<file path="config.mk">
export PLATFORM = sky130hd
export DESIGN_NAME = arcade_input_mapper
export DESIGN_NICKNAME = d
export VERILOG_FILES = /design/src/rtl/arcade_input_mapper.sv
export SDC_FILE = /design/constraint.sdc
export NUM_CORES = 1
export LEC_CHECK = 0
export CAP_MARGIN = 20
export CORE_MARGIN = 2
export CORE_UTILIZATION = 47
export DETAILED_ROUTE_END_ITERATION = 16
export PLACE_DENSITY = 0.81
export SETUP_SLACK_MARGIN = 0.5
export SLEW_MARGIN = 20
export SYNTH_ARGS = -nofsm -noshare
export SYNTH_HDL_FRONTEND = slang
export SYNTH_SLANG_ARGS = --single-unit
</file>
<file path="constraint.sdc">
create_clock -name clk_sys -period 4.5 [get_ports clk_sys]
set_input_delay 0.45 -clock clk_sys [delete_from_list [all_inputs] [get_ports clk_sys]]
set_output_delay 0.45 -clock clk_sys [all_outputs]
set_load 0.02 [all_outputs]
</file>
<file path="src/rtl/arcade_input_mapper.sv">
// Registered control-input mapper between hps_io and the game core: per-mode
// joystick decode, spinner position accumulator, coin stretcher and DIP capture.
module arcade_input_mapper #(
  parameter int unsigned PLAYERS      = 2,
  parameter int unsigned SPIN_BITS    = 4,
  parameter int unsigned SPIN_DIV     = 25000,
  parameter int unsigned DEADZONE     = 8,
  parameter int unsigned COIN_STRETCH = 250000,
  parameter int unsigned DSW_BYTES    = 8,
  parameter logic [63:0] DSW_DEFAULT  = 64'h0
) (
  input  logic                    clk_sys,
  input  logic                    reset,
  input  logic [1:0]              mode,
  input  logic [16*PLAYERS-1:0]   joy,
  input  logic [16*PLAYERS-1:0]   joya,
  input  logic                    adc_sel,
  input  logic                    ioctl_wr,
  input  logic [7:0]              ioctl_index,
  input  logic [24:0]             ioctl_addr,
  input  logic [7:0]              ioctl_dout,
  output logic [7:0]              jb,
  output logic [7:0]              buttons,
  output logic [7:0]              extra_buttons,
  output logic [SPIN_BITS-1:0]    spinner,
  output logic                    coin,
  output logic [8*DSW_BYTES-1:0]  dsw
);

  localparam int unsigned PW    = SPIN_BITS + 7;
  localparam int unsigned DW    = (SPIN_DIV > 1) ? $clog2(SPIN_DIV) : 1;
  localparam int unsigned CW    = $clog2(COIN_STRETCH + 1);
  localparam int unsigned DSW_W = 8 * DSW_BYTES;

  logic [15:0]   j;
  logic [15:0]   a;
  logic [3:0]    tread;
  logic [7:0]    s;
  logic [7:0]    jb_d, buttons_d, extra_d;
  logic [8:0]    mag;
  logic          tick;
  logic [DW-1:0] pre;
  logic [PW-1:0] pos, pos_d;
  logic          hist, hist_vld, rise_q;
  logic [CW-1:0] coin_cnt, coin_cnt_d;
  logic          dsw_hit;
  logic          unused_bits;

  // Digital words from all players are OR-combined; analog is player 0 only.
  always_comb begin
    j = '0;
    for (int p = 0; p < int'(PLAYERS); p++) j = j | joy[16*p +: 16];
  end
  assign a = joya[15:0];
  assign unused_bits = ^{j[15:8], joya};

  // Tank tread decode: {U,D,L,R} -> {WF,WB,XF,XB}
  always_comb begin
    tread = 4'b0000;
    case (j[3:0])
      4'b1000: tread = 4'b1010;
      4'b1010: tread = 4'b0010;
      4'b1001: tread = 4'b1000;
      4'b0001: tread = 4'b1001;
      4'b0101: tread = 4'b0100;
      4'b0100: tread = 4'b0101;
      4'b0110: tread = 4'b0001;
      4'b0010: tread = 4'b0110;
      default: tread = 4'b0000;
    endcase
  end

  // ADC value is 192 plus half the signed stick sample, keeping it in 128..255.
  always_comb begin
    jb_d      = '0;
    buttons_d = '0;
    extra_d   = '0;
    s         = adc_sel ? a[7:0] : a[15:8];
    case (mode)
      2'd0: begin
        jb_d      = {coin, j[5], j[6], j[4], tread};
        buttons_d = {2'b00, j[5], j[6] | j[4], tread};
      end
      2'd1: begin
        jb_d      = {~coin, j[5], j[6], j[4], j[2], j[3], j[0], j[1]};
        buttons_d = 8'd192 + {s[7], s[7:1]};
        extra_d   = {j[4], j[5], 6'b0};
      end
      2'd2: begin
        jb_d      = {coin, j[5], j[6], j[4], 4'b0};
        buttons_d = {2'b00, j[5], j[6] | j[4], 4'b0};
      end
      default: jb_d = {coin, j[6:0]};
    endcase
  end

  // Spinner accumulator; analog beyond the deadzone overrides the digital stick.
  assign tick = (pre == DW'(SPIN_DIV - 1));
  assign mag  = a[7] ? (9'd256 - {1'b0, a[7:0]}) : {1'b0, a[7:0]};

  always_comb begin
    pos_d = pos;
    if (tick && mode == 2'd2) begin
      if (mag > 9'(DEADZONE))       pos_d = pos + {{(PW-8){a[7]}}, a[7:0]};
      else if (j[0] && !j[1])       pos_d = pos + PW'(64);
      else if (j[1] && !j[0])       pos_d = pos - PW'(64);
    end
  end

  // Coin stretch counter: only an idle counter accepts a new edge.
  always_comb begin
    coin_cnt_d = coin_cnt;
    if (coin_cnt != '0) coin_cnt_d = coin_cnt - CW'(1);
    else if (rise_q)    coin_cnt_d = CW'(COIN_STRETCH);
  end

  assign dsw_hit = ioctl_wr && (ioctl_index == 8'd254) && (ioctl_addr[24:3] == '0)
                   && ({1'b0, ioctl_addr[2:0]} < 4'(DSW_BYTES));

  always_ff @(posedge clk_sys or posedge reset) begin
    if (reset) begin
      jb            <= '0;
      buttons       <= '0;
      extra_buttons <= '0;
      pre           <= '0;
      pos           <= '0;
      hist          <= 1'b0;
      hist_vld      <= 1'b0;
      rise_q        <= 1'b0;
      coin_cnt      <= '0;
      coin          <= 1'b0;
      dsw           <= DSW_DEFAULT[DSW_W-1:0];
    end else begin
      jb            <= jb_d;
      buttons       <= buttons_d;
      extra_buttons <= extra_d;
      pre           <= tick ? '0 : pre + DW'(1);
      pos           <= pos_d;
      hist          <= j[7];
      hist_vld      <= 1'b1;
      // The first sample after reset only primes the history.
      rise_q        <= j[7] & ~hist & hist_vld;
      coin_cnt      <= coin_cnt_d;
      coin          <= (coin_cnt_d != '0);
      for (int n = 0; n < int'(DSW_BYTES); n++)
        if (dsw_hit && ioctl_addr[2:0] == 3'(n)) dsw[8*n +: 8] <= ioctl_dout;
    end
  end

  assign spinner = pos[PW-1 -: SPIN_BITS];

endmodule
</file>
==> metrics.yaml, run 1 <==
cells_and_area:
  area.growth.synth_to_final_pct: 36.99
  num_antenna_cells: 0
  final_net_count: 865
  final_layout_size_suffix_gt1_share_pct: 15.78
route:
  drt_first_pass_iters: 4
  vias: 5174
  post_drt_via_cell_ratio: 5.600
  detail_route.iter0.violations: 373
  wl_per_cell_um: 18.13
  routed_wl_um: 16750
  route.detailed.drc: 0
  drtAntennaViolNets: 0
synth:
  synth_most_common_cell: "dfrtp_1"
  yosys_warnings: 0
  ys_seq_elements: 130
  synth_async_sr_flop_share_pct: 100.0
  synthTopCellsByCount: "130 x dfrtp_1, 66 x mux2_2, 35 x nand2_1, 35 x nor2_1, 27 x o21ai_0"
  synth_area_leader_cell: "dfrtp_1"
  synth_top_flop_cell: "dfrtp_1"
  synth-edff-count: 0
  syn_inst: 568
  synth_top_cells_by_area: "dfrtp_1 51%, mux2_2 12%, ha_1 3.1%"
  synth.avg_cell_area_um2: 11.33
  synthDominantCellAreaShare_pct: 50.56
  synth_sequential_area_ratio_pct: 50.56
  netlist-cell-type-count: 67
  syn-cell-area_mm2: 0.006434
power:
  comb_power_share_pct: 13.5
  portion_of_total_power_attributed_to_sequential_cells_pct: 41.8
  cellPowerDensity_mw_per_mm2: 361.7
  vdd_drop_max_mv: 0.2303
  power.switching_fraction_pct: 25.98
  net-switching-power_w: 0.0008283
  internal_power_w: 0.002359
  clock_power_share_pct: 44.7
  total_leakage_power_nw: 3.919
  p_total_w: 0.003188
global_routing:
  grt_first_pass_wirelength_um: 26540
  first_global_vias: 5226
  grt_start_max_net_pins: 61
  grt_util_all_layers_pct: 23.48
  gr-total-overflow: 0
  number_of_antenna_violations_at_the_first_check_in_global_routing: 0
floorplan:
  floorplan.io_pins: 204
  chipWidth_um: 121
  placeableCoreArea_mm2: 0.01330
  die_height_um: 121
  dieArea_mm2: 0.01464
  placementRows: 42
  floorplan.initialDensity_pct: 48.39
clocking:
  number_of_sinks_handled_by_clock_tree_synthesis: 130
  number_of_post_cts_setup_repair_buffers: 0
  clock_latency_ns: 0.41
  clkSlewWorstSetupHoldPaths_ns: 0.06
  tritoncts: "built"
  clock_tree_root_driver_cell: "clkbuf_16"
  cts_resized: 0
  cts_hold_buf: 0
  cts-buffers-inserted: 17
  cts_htree_levels: 4
  cts_max_path_buffers: 2
critical_path:
  endpoint_kind: "flop"
  critPathRequiredTime_ns: 4.80
  path_max_fanout: 13
  startpoint_type: "input port"
  critPathKind: "input port to flop"
  crit_path_dat_ns: 3.40
sta:
  period_needed_ns: 3.105
  layout_worst_path_cycle_share_pct: 68.99
  max_clock_freq_mhz: 322.1
  hold_violation_count_in_the_final_report: 0
  finalMaxSlewViolations: 0
  final-setup-viol-count: 0
  max_slew.worst_pin.slew_ns: 1.012
  finClkSkew_ns: 0.007694
  maxSlewHeadroom_pct: 30.77
  timing.setup.tns_ns: 0
  grt_setup_unrepaired: "false"
placement:
  io_buffers: 164
  place.gp.congestion: 0.8410
  post-dp-hpwl_um: 12640
hold_path:
  hold_path_class: "flop to flop"
status:
  outcome: "complete, no violations"
run:
  max_cap_viol_count: 0
## stage by stage
| stage | setup slack (ns) | cell area, um2 | utilization [%] | std cells | hold WS [ns] |
|---|---|---|---|---|---|
| after floorplan | 0.5807 | 6452 | - | 573 | 0.4329 |
| after global placement | 1.194 | 8199 | 61.67 | 893 | 0.4463 |
| after detailed placement | 1.172 | 8199 | 61.67 | 893 | 0.4546 |
| after CTS | 1.608 | 8813 | 66.29 | 924 | 0.4618 |
| after global routing | 1.367 | 8813 | 66.29 | 924 | 0.4861 |
| final | 1.395 | 8813 | 66.29 | 924 | 0.4584 |
## path summary, 6_finish.rpt
kind	end	cells past startpoint	slack, ns	from
worst max-delay path	pos[8]	8	1.40	joya[7]
worst min-delay path	pre[0]	1	0.46	pre[0]
worst max register to register	pos[8]	8	1.64	pos[0]
worst min register to register	pre[0]	1	0.46	pre[0]
max in group asynchronous	pre[14]	3	2.96	reset
min in group asynchronous	pos[9]	2	0.53	reset
## flip-flops by register name, indices dropped and copies added, names as in the netlist
name and cells:
dsw 64, coin_cnt 18, pre 15, pos 11
buttons 8, jb 8, extra_buttons 2, coin 1
hist 1, hist_vld 1, rise_q 1
## power groups by stage
stage / combinational (W) / sequential (W) / clock [W]
CTS: 0.000431 / 0.00133 / 0.00144
global route: 0.000475 / 0.00135 / 0.00151
detailed placement: 0.000429 / 0.00135 / 0
floorplan: 0.000253 / 0.00134 / 0
global placement: 0.000411 / 0.00134 / 0
finish: 0.000431 / 0.00133 / 0.00142
## worst max-delay path, cell delays in order
cell and delay, ns:
clkdlybuf4s50_1 0.69, ha_1 0.41, or3_1 0.38, a2111oi_0 0.80, nor2_1 0.15, xnor2_1 0.18, a21oi_1 0.08, mux2_2 0.26
## cell type report
cell class | count | area (um2)
Inverter | 12 | 47.55
Clock inverter | 13 | 185.2
Timing Repair Buffer | 166 | 1657
Fill cell | 985 | 4482
Tap cell | 176 | 220.2
Clock buffer | 18 | 429.2
Sequential cell | 130 | 3253
Multi-Input combinational cell | 409 | 3022
## cells by family after synthesis
group | count (synthesis) | share of synthesized area (%)
and+or+nand+nor | 189 | 16.59
DFF | 130 | 50.56
AOI/OAI and AO/OA | 90 | 9.102
muxes | 78 | 13.46
buffers and inverters | 34 | 2.762
xor gates and xnor gates | 27 | 3.676
adders and majority gates | 18 | 3.734
other | 2 | 0.1167
## layout by cell type, fill, tap and decap left out, types with 4 or more instances in the layout
cell type / count
nor4_1: 16
mux2i_1: 10
clkdlybuf4s50_1: 164
nor3_1: 24
o211ai_1: 5
nand3_1: 14
mux2_2: 66
ha_1: 16
a21oi_1: 17
clkbuf_16: 17
inv_1: 11
o21ai_0: 27
nand2b_1: 7
nor2b_1: 5
and3_1: 7
a21o_1: 8
dfrtp_1: 130
conb_1: 7
nand2_1: 35
or3_1: 4
xnor2_1: 13
and3b_1: 4
nor2_1: 35
or2_2: 5
bufinv_16: 4
xor2_1: 14
nand4_1: 6
## routing by layer
metal | share of wire [%] | routed length [um] | vias to the layer above | track usage (%)
li1 | - | - | 2417 | -
met1 | 41 | 6822 | 2518 | 29.04
met2 | 50 | 8400 | 211 | 39.89
met3 | 7.0 | 1170 | 28 | 5.874
met4 | 2.1 | 359 | 0 | 8.358
met5 | 0 | 0 | - | 0
(Power assumes the default switching activity.)
==> inputs of run 2 (changes only) <==
==> constraint.sdc (replaced) <==
create_clock -name clk_sys -period 3.15 [get_ports clk_sys]
set_input_delay 0.315 -clock clk_sys [delete_from_list [all_inputs] [get_ports clk_sys]]
set_output_delay 0.315 -clock clk_sys [all_outputs]
set_load 0.02 [all_outputs]
==> run 2 against run 1 <==
Compared with the run above: power increased by 46%; count of clock-buffer cells in the layout stayed put; final cell count increased by 1.2%; largest cell class unchanged; flip-flop and latch count stayed put; global-route usage grew 0.23 points; non-clock buffer count rose by 10; sequential power grew 44%.
==> metrics.yaml, run 2 (synthesis results as in run 1) <==
route:
  post_drt_via_cell_ratio: 5.647  # was 5.600
  drtAntennaViolNets: 0  # unchanged
  vias: 5280  # was 5174
  route.detailed.drc: 0  # unchanged
  drt_first_pass_iters: 6  # was 4
  detail_route.iter0.violations: 394  # was 373
  wl_per_cell_um: 18.10  # was 18.13 um
  routed_wl_um: 16930  # was 16750 um
power:
  total_leakage_power_nw: 3.992  # was 3.919 nW
  cellPowerDensity_mw_per_mm2: 519.4  # was 361.7 mW/mm2
  vdd_drop_max_mv: 0.2723  # was 0.2303 mV
critical_path:
  path_cells: "clkdlybuf4s50_1, ha_1, fa_1, a21o_1, a2111oi_2, buf_4, nor2_1, xnor2_1, a21oi_1, mux2_2"  # was clkdlybuf4s50_1, ha_1, or3_1, a2111oi_0, nor2_1, xnor2_1, a21oi_1, mux2_2
  path_max_fanout: 4  # was 13
  critical_path.n_buffers_inverters: 2  # was 1
  endpoint_kind: "flop"  # unchanged
  slowest_stage: "clkdlybuf4s50_1"  # was a2111oi_0
  critPathRequiredTime_ns: 3.45  # was 4.80 ns
  critPathKind: "input port to flop"  # unchanged
  crit_path_dat_ns: 2.80  # was 3.40 ns
  startpoint_type: "input port"  # unchanged
  cp_slowest_stage_delay_ns: 0.47  # was 0.80 ns
  cp_delay_by_family_top: "adder cells"  # was compound AO/OA/AOI/OAI gates
sta:
  finClkSkew_ns: 0.009647  # was 0.007694 ns
  hold_violation_count_in_the_final_report: 0  # unchanged
  period_needed_ns: 2.493
  max_clock_freq_mhz: 401.1
  maxSlewHeadroom_pct: 56.12  # was 30.77%
  max_slew.worst_pin.slew_ns: 0.6582  # was 1.012 ns
  layout_worst_path_cycle_share_pct: 79.15
  final-setup-viol-count: 0  # unchanged
  grt_setup_unrepaired: "true"  # was false
  finalMaxSlewViolations: 0  # unchanged
  timing.setup.tns_ns: 0  # unchanged
status:
  outcome: "complete, no violations"  # unchanged
placement:
  io_buffers: 164  # unchanged
  post_detailed_placement_cell_area_mm2: 0.008288  # was 0.008199 mm2
  place.gp.congestion: 0.9150  # was 0.8410
  post-dp-hpwl_um: 12280  # was 12640 um
floorplan:
  floorplan.initialDensity_pct: 48.39  # unchanged
  placementRows: 42  # unchanged
  dieArea_mm2: 0.01464  # unchanged
  die_height_um: 121  # unchanged
  chipWidth_um: 121  # unchanged
  floorplan.io_pins: 204  # unchanged
  placeableCoreArea_mm2: 0.01330  # unchanged
cells_and_area:
  num-fill-cells: 943  # was 985
  mostFrequentLayoutCells: "164 x clkdlybuf4s50_1, 130 x dfrtp_1, 66 x mux2_2"  # unchanged
  regMostFlops: "dsw"  # unchanged
  top_regs: "dsw x64, coin_cnt x18, pre x15"  # unchanged
  final_layout_size_suffix_gt1_share_pct: 17.52  # was 15.78%
  final_cell_area_mm2: 0.008952  # was 0.008813 mm2
  area.growth.synth_to_final_pct: 39.15  # was 36.99%
  finalCoreUtilization_pct: 67.33  # was 66.29%
  final_net_count: 875  # was 865
  largest_register_ffs: 64  # unchanged
  num_antenna_cells: 0  # unchanged
  mostFrequentLayoutCell: "clkdlybuf4s50_1"  # unchanged
clocking:
  number_of_post_cts_setup_repair_buffers: 0  # unchanged
  tritoncts: "built"  # unchanged
  clkSlewWorstSetupHoldPaths_ns: 0.06  # about the same
  cts_htree_levels: 4  # unchanged
  clock_tree_root_driver_cell: "clkbuf_16"  # unchanged
  number_of_sinks_handled_by_clock_tree_synthesis: 130  # unchanged
  cts_max_path_buffers: 2  # unchanged
  clock_latency_ns: 0.42  # was 0.41 ns
  cts-buffers-inserted: 17  # unchanged
global_routing:
  number_of_antenna_violations_at_the_first_check_in_global_routing: 0  # unchanged
  gr-total-overflow: 0  # unchanged
  grt_util_all_layers_pct: 23.71  # was 23.48%
  first_global_vias: 5280  # was 5226
  grt_first_pass_wirelength_um: 26720  # was 26540 um
  grt_start_max_net_pins: 61  # unchanged
hold_path:
  hold_path_class: "input port to asynchronous set/reset pin"  # was flop to flop
run:
  max_cap_viol_count: 0  # unchanged
run 2: cell count changes in the layout (fill, tap and decap cells not counted), moves of 2 or more:
| cell | change |
|---|---|
| nor4_1 | -2 |
| buf_4 | +9 |
| inv_6 | +4 |
| nor4_2 | +2 |
run 2: path summary, 6_finish.rpt:
path	start	end	slack, ns	cells after the start
min in group clk_sys	pre[0]	pre[0]	0.47	1
min	reset	coin_cnt[3]	0.32	2
min reg2reg	pre[0]	pre[0]	0.47	1
max	joya[0]	pos[8]	0.66	10
max reg2reg	pos[0]	pos[8]	0.69	9
max in group asynchronous	reset	dsw[26]	2.06	3
run 2: timing repair:
action	CTS	global route
hold buffers	0	0
setup endpoints to repair	2	6
gates resized for setup	1	5
pin swaps	0	0
run 2: report_power, final:
group	leakage (nW)	internal [W]	switching (W)
combinational	1.95	0.000282	0.000349
clock	0.312	0.00136	0.000753
sequential	1.73	0.00178	0.000134
total	3.99	0.00341	0.00124
run 2: cell type report:
cell class,count,area (um2),share of cell area (%)
inverter,12,48.80,0.5451
clock buffer,18,439.2,4.906
tap,176,220.2,2.460
sequential,130,3253,36.34
timing repair buffer,176,1744,19.48
multi-input combinational,409,3048,34.05
clock inverter,14,198.9,2.222
run 2: per-layer routing:
metal,up-vias,part of all wire (%),GRT usage (%)
li1,2446,-,-
met5,-,0,0
met4,0,2.1,9.084
met1,2593,42,30.00
met2,214,50,39.47
met3,27,6.4,5.545
run 2: per-stage QoR:
step | worst slack [ns] | power (W) | instances | hold WS [ns]
floorplan | 0.7877 | 0.002279 | 573 | 0.4329
global placement | 0.2501 | 0.002506 | 903 | 0.4438
detailed placement | 0.04396 | 0.002545 | 903 | 0.4692
CTS | 0.5523 | 0.004669 | 935 | 0.3202
global route | 0.4786 | 0.004850 | 935 | 0.3486
finish | 0.6567 | 0.004650 | 935 | 0.3178
